`config.mk`:
```
export PLATFORM = sky130hd
export DESIGN_NAME = msdap_out_serializer
export DESIGN_NICKNAME = d
export VERILOG_FILES = /design/src/rtl/msdap_pkg.sv /design/src/rtl/msdap_piso.sv /design/src/rtl/msdap_out_serializer.sv
export SDC_FILE = /design/constraint.sdc
export NUM_CORES = 1
export LEC_CHECK = 0
export BUFFER_PORTS_ARGS = -buffer_cell sky130_fd_sc_hd__buf_2
export CAP_MARGIN = 0
export CORE_MARGIN = 3
export CORE_UTILIZATION = 45
export CTS_CLUSTER_DIAMETER = 50
export CTS_CLUSTER_SIZE = 8
export DETAILED_ROUTE_END_ITERATION = 12
export HOLD_SLACK_MARGIN = 0.1
export SLEW_MARGIN = 40
export SYNTH_ARGS = -nofsm -noshare
export SYNTH_HDL_FRONTEND = slang
export SYNTH_SLANG_ARGS = --single-unit
export TNS_END_PERCENT = 5
```
`constraint.sdc`:
```
create_clock -name Sclk -period 1.95 [get_ports Sclk]
set_input_delay 0.195 -clock Sclk [delete_from_list [all_inputs] [get_ports Sclk]]
set_output_delay 0.195 -clock Sclk [all_outputs]
set_load 0.03 [all_outputs]
```
`src/rtl/msdap_pkg.sv`:
```
// Shared constants and state encoding for the MSDAP output serializer.
package msdap_pkg;

    localparam int WORD_W = 40;
    localparam int CNT_W  = 6;

    typedef enum logic {
        IDLE = 1'b0,
        SEND = 1'b1
    } state_t;

    localparam logic RST_OUT   = 1'b0;
    localparam logic RST_READY = 1'b1;

endpackage

```
`src/rtl/msdap_piso.sv`:
```
// WORD_W-bit load/shift register, LSB first, with a registered serial output
// that returns to 0 on any cycle it is not shifting.
module msdap_piso
    import msdap_pkg::*;
(
    input  logic              Sclk,
    input  logic              Reset,
    input  logic              load,
    input  logic              shift,
    input  logic [WORD_W-1:0] din,
    output logic              dout
);

    logic [WORD_W-1:0] sh;

    // On a reload edge the last bit of the old word leaves while the new word lands.
    always_ff @(posedge Sclk or negedge Reset) begin
        if (!Reset) begin
            sh   <= '0;
            dout <= RST_OUT;
        end else begin
            dout <= shift ? sh[0] : 1'b0;
            if (load)
                sh <= din;
            else if (shift)
                sh <= {1'b0, sh[WORD_W-1:1]};
        end
    end

endmodule

```
`src/rtl/msdap_out_serializer.sv`:
```
// MSDAP output serializer: one holding register feeding two PISOs, framed by OutReady.
// Optional sticky overrun flag enabled by defining MSDAP_OUT_OVERRUN_EN.
module msdap_out_serializer
    import msdap_pkg::*;
(
    input  logic              Sclk,
    input  logic              Reset,
    input  logic [WORD_W-1:0] res_l,
    input  logic [WORD_W-1:0] res_r,
    input  logic              res_valid,
    output logic              res_ready,
    output logic              OutReady,
    output logic              OutputL,
    output logic              OutputR,
    output logic              overrun
);

    state_t            state, state_nxt;
    logic [CNT_W-1:0]  cnt, cnt_nxt;
    logic [WORD_W-1:0] hold_l, hold_r;
    logic              hold_full, hold_full_nxt;
    logic              load, shift, hold_clr, accept, last;

    assign accept   = res_valid && res_ready;
    assign last     = (cnt == CNT_W'(WORD_W - 1));
    assign OutReady = (state == SEND);

    always_comb begin
        state_nxt = state;
        cnt_nxt   = cnt;
        load      = 1'b0;
        shift     = 1'b0;
        hold_clr  = 1'b0;
        case (state)
            IDLE: begin
                if (hold_full) begin
                    load      = 1'b1;
                    hold_clr  = 1'b1;
                    cnt_nxt   = '0;
                    state_nxt = SEND;
                end
            end
            SEND: begin
                shift = 1'b1;
                if (!last) begin
                    cnt_nxt = cnt + CNT_W'(1);
                end else if (hold_full) begin
                    // Back-to-back word: reload without dropping OutReady.
                    load     = 1'b1;
                    hold_clr = 1'b1;
                    cnt_nxt  = '0;
                end else begin
                    cnt_nxt   = '0;
                    state_nxt = IDLE;
                end
            end
            default: state_nxt = IDLE;
        endcase
    end

    assign hold_full_nxt = accept | (hold_full & ~hold_clr);

    always_ff @(posedge Sclk or negedge Reset) begin
        if (!Reset) begin
            state     <= IDLE;
            cnt       <= '0;
            hold_l    <= '0;
            hold_r    <= '0;
            hold_full <= 1'b0;
            res_ready <= RST_READY;
        end else begin
            state     <= state_nxt;
            cnt       <= cnt_nxt;
            hold_full <= hold_full_nxt;
            res_ready <= !hold_full_nxt;
            if (accept) begin
                hold_l <= res_l;
                hold_r <= res_r;
            end
        end
    end

    msdap_piso u_piso_l (
        .Sclk  (Sclk),
        .Reset (Reset),
        .load  (load),
        .shift (shift),
        .din   (hold_l),
        .dout  (OutputL)
    );

    msdap_piso u_piso_r (
        .Sclk  (Sclk),
        .Reset (Reset),
        .load  (load),
        .shift (shift),
        .din   (hold_r),
        .dout  (OutputR)
    );

`ifdef MSDAP_OUT_OVERRUN_EN
    logic overrun_q;

    // Producer still pushing while the last bit of a frame goes out with hold full.
    always_ff @(posedge Sclk or negedge Reset) begin
        if (!Reset)
            overrun_q <= 1'b0;
        else if (res_valid && !res_ready && state == SEND && last)
            overrun_q <= 1'b1;
    end

    assign overrun = overrun_q;
`else
    assign overrun = 1'b0;
`endif

endmodule

```
==> reports/metrics.cfg <==
[synthesis]
yosysUniqueCellTypes = 35
yosysWarnings = 0
synth_cells = 687
avgSynthCellArea_um2 = 11.5
synthesis.area_um2 = 7900
syn_nets = 771
synth-seq-cells = 171
ys_seq_area_frac = 0.542

[setup_path]
worst-path-max-fanout = 88
crit_slowest_cell = dfrtp_4
slowest_delay_ns = 0.48
crit_arrival_ns = 1.53
r2r_slack_ns = 0.23
endpoint_kind = output pin
critical_path_class = reg2out
crit_path_cell_trace = buf_12, buf_2
cp.required_ns = 1.75
cp_top_family = buffers and inverters
crit_buf_inv = 2
crit_path_start_kind = flip-flop

[place]
place_ws_ns = 0.308
io_buffers = 86
gp_congestion = 0.747
post-dp-hpwl_mm = 10.9
placed_cells = 931

[finish]
area_growth_pct = 26.0
fin_cells = 1044
num-fill-cells = 1367
diodes = 0
nets = 895
fin_util = 0.590
regArea_um2 = 4280
drive_above_1_share = 0.279
multi_input_area_um2 = 3260

[status]
status = completed

[sta]
min_period_ns = 1.73
setup_viol = 0
fin_crit_sh = 0.886
setup_ws_ns = 0.222
rsz0062_at_grt = no
max_freq_mhz = 579
hold_violations = 0
fin_setup_tns_ns = 0
tightest_slew_ns = 0.703
relSlewSlack = 0.531
report.final.slew_viol_count = 0
fin_skew_ns = 0.0102

[routing]
drt_iter0_markers = 674
wire_per_inst_um = 17.9
antenna_left = 0
vias_per_cell = 6.09
highest_layer = met4
met3WireLength_um = 955
wirelength_mm = 18.6
route.detailed.drc = 0
drtPass1Iterations = 6
wl_met2_mm = 9.24
wl_met1_mm = 8.20
num_vias = 6361

[pwr]
power.density_nw_per_um2 = 1270
leakage_nw = 4.28
ir_drop_mv = 0.817

[clocking]
tritoncts = yes
tritoncts.num_buffers = 17
h-tree-depth = 4
cts_root_buf = clkbuf_16
clock_latency_ns = 0.43
cts_buffer_depth = 2
cts_resized = 0
cts.sinks = 171
clkTransAtPathRegs_ns = 0.06

[die]
die_area_um2 = 19200
initial_utilization = 0.468
die_height_um = 139
ios = 88
fp.coreArea_um2 = 16900
die_w_um = 139
rows = 47

[worst_hold_path]
hold_path_class = in2async

[global_route]
grt_use_total = 0.197
grt_pass1_vias = 6287
grt_antenna_before_repair = 0
grt_first_pass_wirelength_mm = 31.6
grt_overflow_total = 0
grt_max_degree = 89

[job]
drv_cap = 0

cells by family after synthesis:
logic type      count (synthesis)  synth area share
compound gates                168             0.159
flops                         171             0.542
simple gates                  176             0.126
mux                            84             0.119
fa+ha+maj                       1           0.00158
buf+inv                        85            0.0505
other cells                     1          0.000475
xor+xnor                        1           0.00111
final cells by class:
| cell class | count | share of cell area |
|---|---|---|
| clock buffers | 18 | 0.0441 |
| flip-flops and latches | 171 | 0.430 |
| multi-input cells | 431 | 0.327 |
| clock inverters | 14 | 0.0162 |
| repair buffers | 188 | 0.154 |
| inverters | 2 | 0.000754 |
| well taps | 220 | 0.0276 |
cells in the mapped netlist, drive strengths merged:
cell type,count,area share
dfrtp,170,0.54
nand2,6,0.0032
a21oi,2,0.0013
nor2,2,0.00095
nor4,1,0.00079
o211ai,78,0.074
conb,1,0.00047
dfstp,1,0.0033
and2,4,0.0032
mux2,81,0.12
a21o,2,0.0019
ha,1,0.0016
a22oi,78,0.074
o22ai,2,0.0016
a22o,2,0.0022
nand3,81,0.051
nand4bb,1,0.0014
clkbuf,34,0.016
inv,2,0.00095
and4bb,1,0.0016
o41a,1,0.0014
or2,1,0.00079
o21a,1,0.00095
o21ai,1,0.00063
buf,49,0.033
nor2b,1,0.00079
nand4,78,0.062
a221o,1,0.0013
mux2i,3,0.0038
xnor2,1,0.0011
where the power goes:
part / switching [W] / leakage, nW / internal, W
logic: 0.00153 / 1.83 / 0.00157
clock network: 0.00149 / 0.289 / 0.00195
registers: 0.00117 / 2.16 / 0.00495
total: 0.00419 / 4.28 / 0.00847
cells in the final DEF, fill, tap and decap left out, types with 2 or more instances in the layout:
master	Yosys	routed
mux2i_1	3	3
clkbuf_16	0	17
clkinv_4	0	5
a21o_1	2	2
clkinvlp_4	0	2
and2_1	4	2
a22o_1	2	2
buf_2	40	85
inv_6	0	3
buf_12	0	10
dlygate4sd3_1	0	81
mux2_2	81	81
nand4_1	78	78
o211ai_1	78	78
buf_4	2	11
o22ai_1	2	2
bufinv_16	0	2
a21oi_1	2	2
nand3_1	81	81
dfrtp_1	170	169
a22oi_1	78	78
nand2_1	5	5
per-layer routing:
| layer | global-route usage | vias up |
|---|---|---|
| li1 | - | 2927 |
| met1 | 0.266 | 3198 |
| met2 | 0.322 | 217 |
| met3 | 0.0414 | 19 |
| met4 | 0.0598 | 0 |
| met5 | 0 | - |
through the flow:
step	hold slack (ns)	total power, W	instance area, um^2
after floorplan	-0.101	0.00808	7900
after global placement	0.143	0.00898	8550
after detailed placement	0.145	0.00916	8550
after CTS	0.258	0.0128	9960
after global routing	0.281	0.0134	9960
final	0.247	0.0127	9960
state kept, by name, indices dropped and copies added (netlist names):
name and cells:
hold_l 40, u_piso_l.sh 40, u_piso_r.dout 1, cnt 6
u_piso_r.sh 40, res_ready 1, u_piso_l.dout 1, hold_full 1
OutReady 1, hold_r 40
repair_timing:
action	CTS	global route
setup buffers	0	0
hold endpoints to repair	159	0
hold buffers	81	0
final timing paths:
| path | from | end | cells past startpoint |
|---|---|---|---|
| max | OutReady | OutReady | 2 |
| min | Reset | hold_r[25] | 2 |
| max reg2reg | hold_full | u_piso_l.sh[7] | 4 |
| min reg2reg | u_piso_r.sh[0] | u_piso_r.dout | 1 |
| max in group asynchronous | Reset | res_ready | 3 |
| min in group Sclk | res_valid | res_ready | 4 |
No activity file was read; power rests on OpenSTA's default activity.
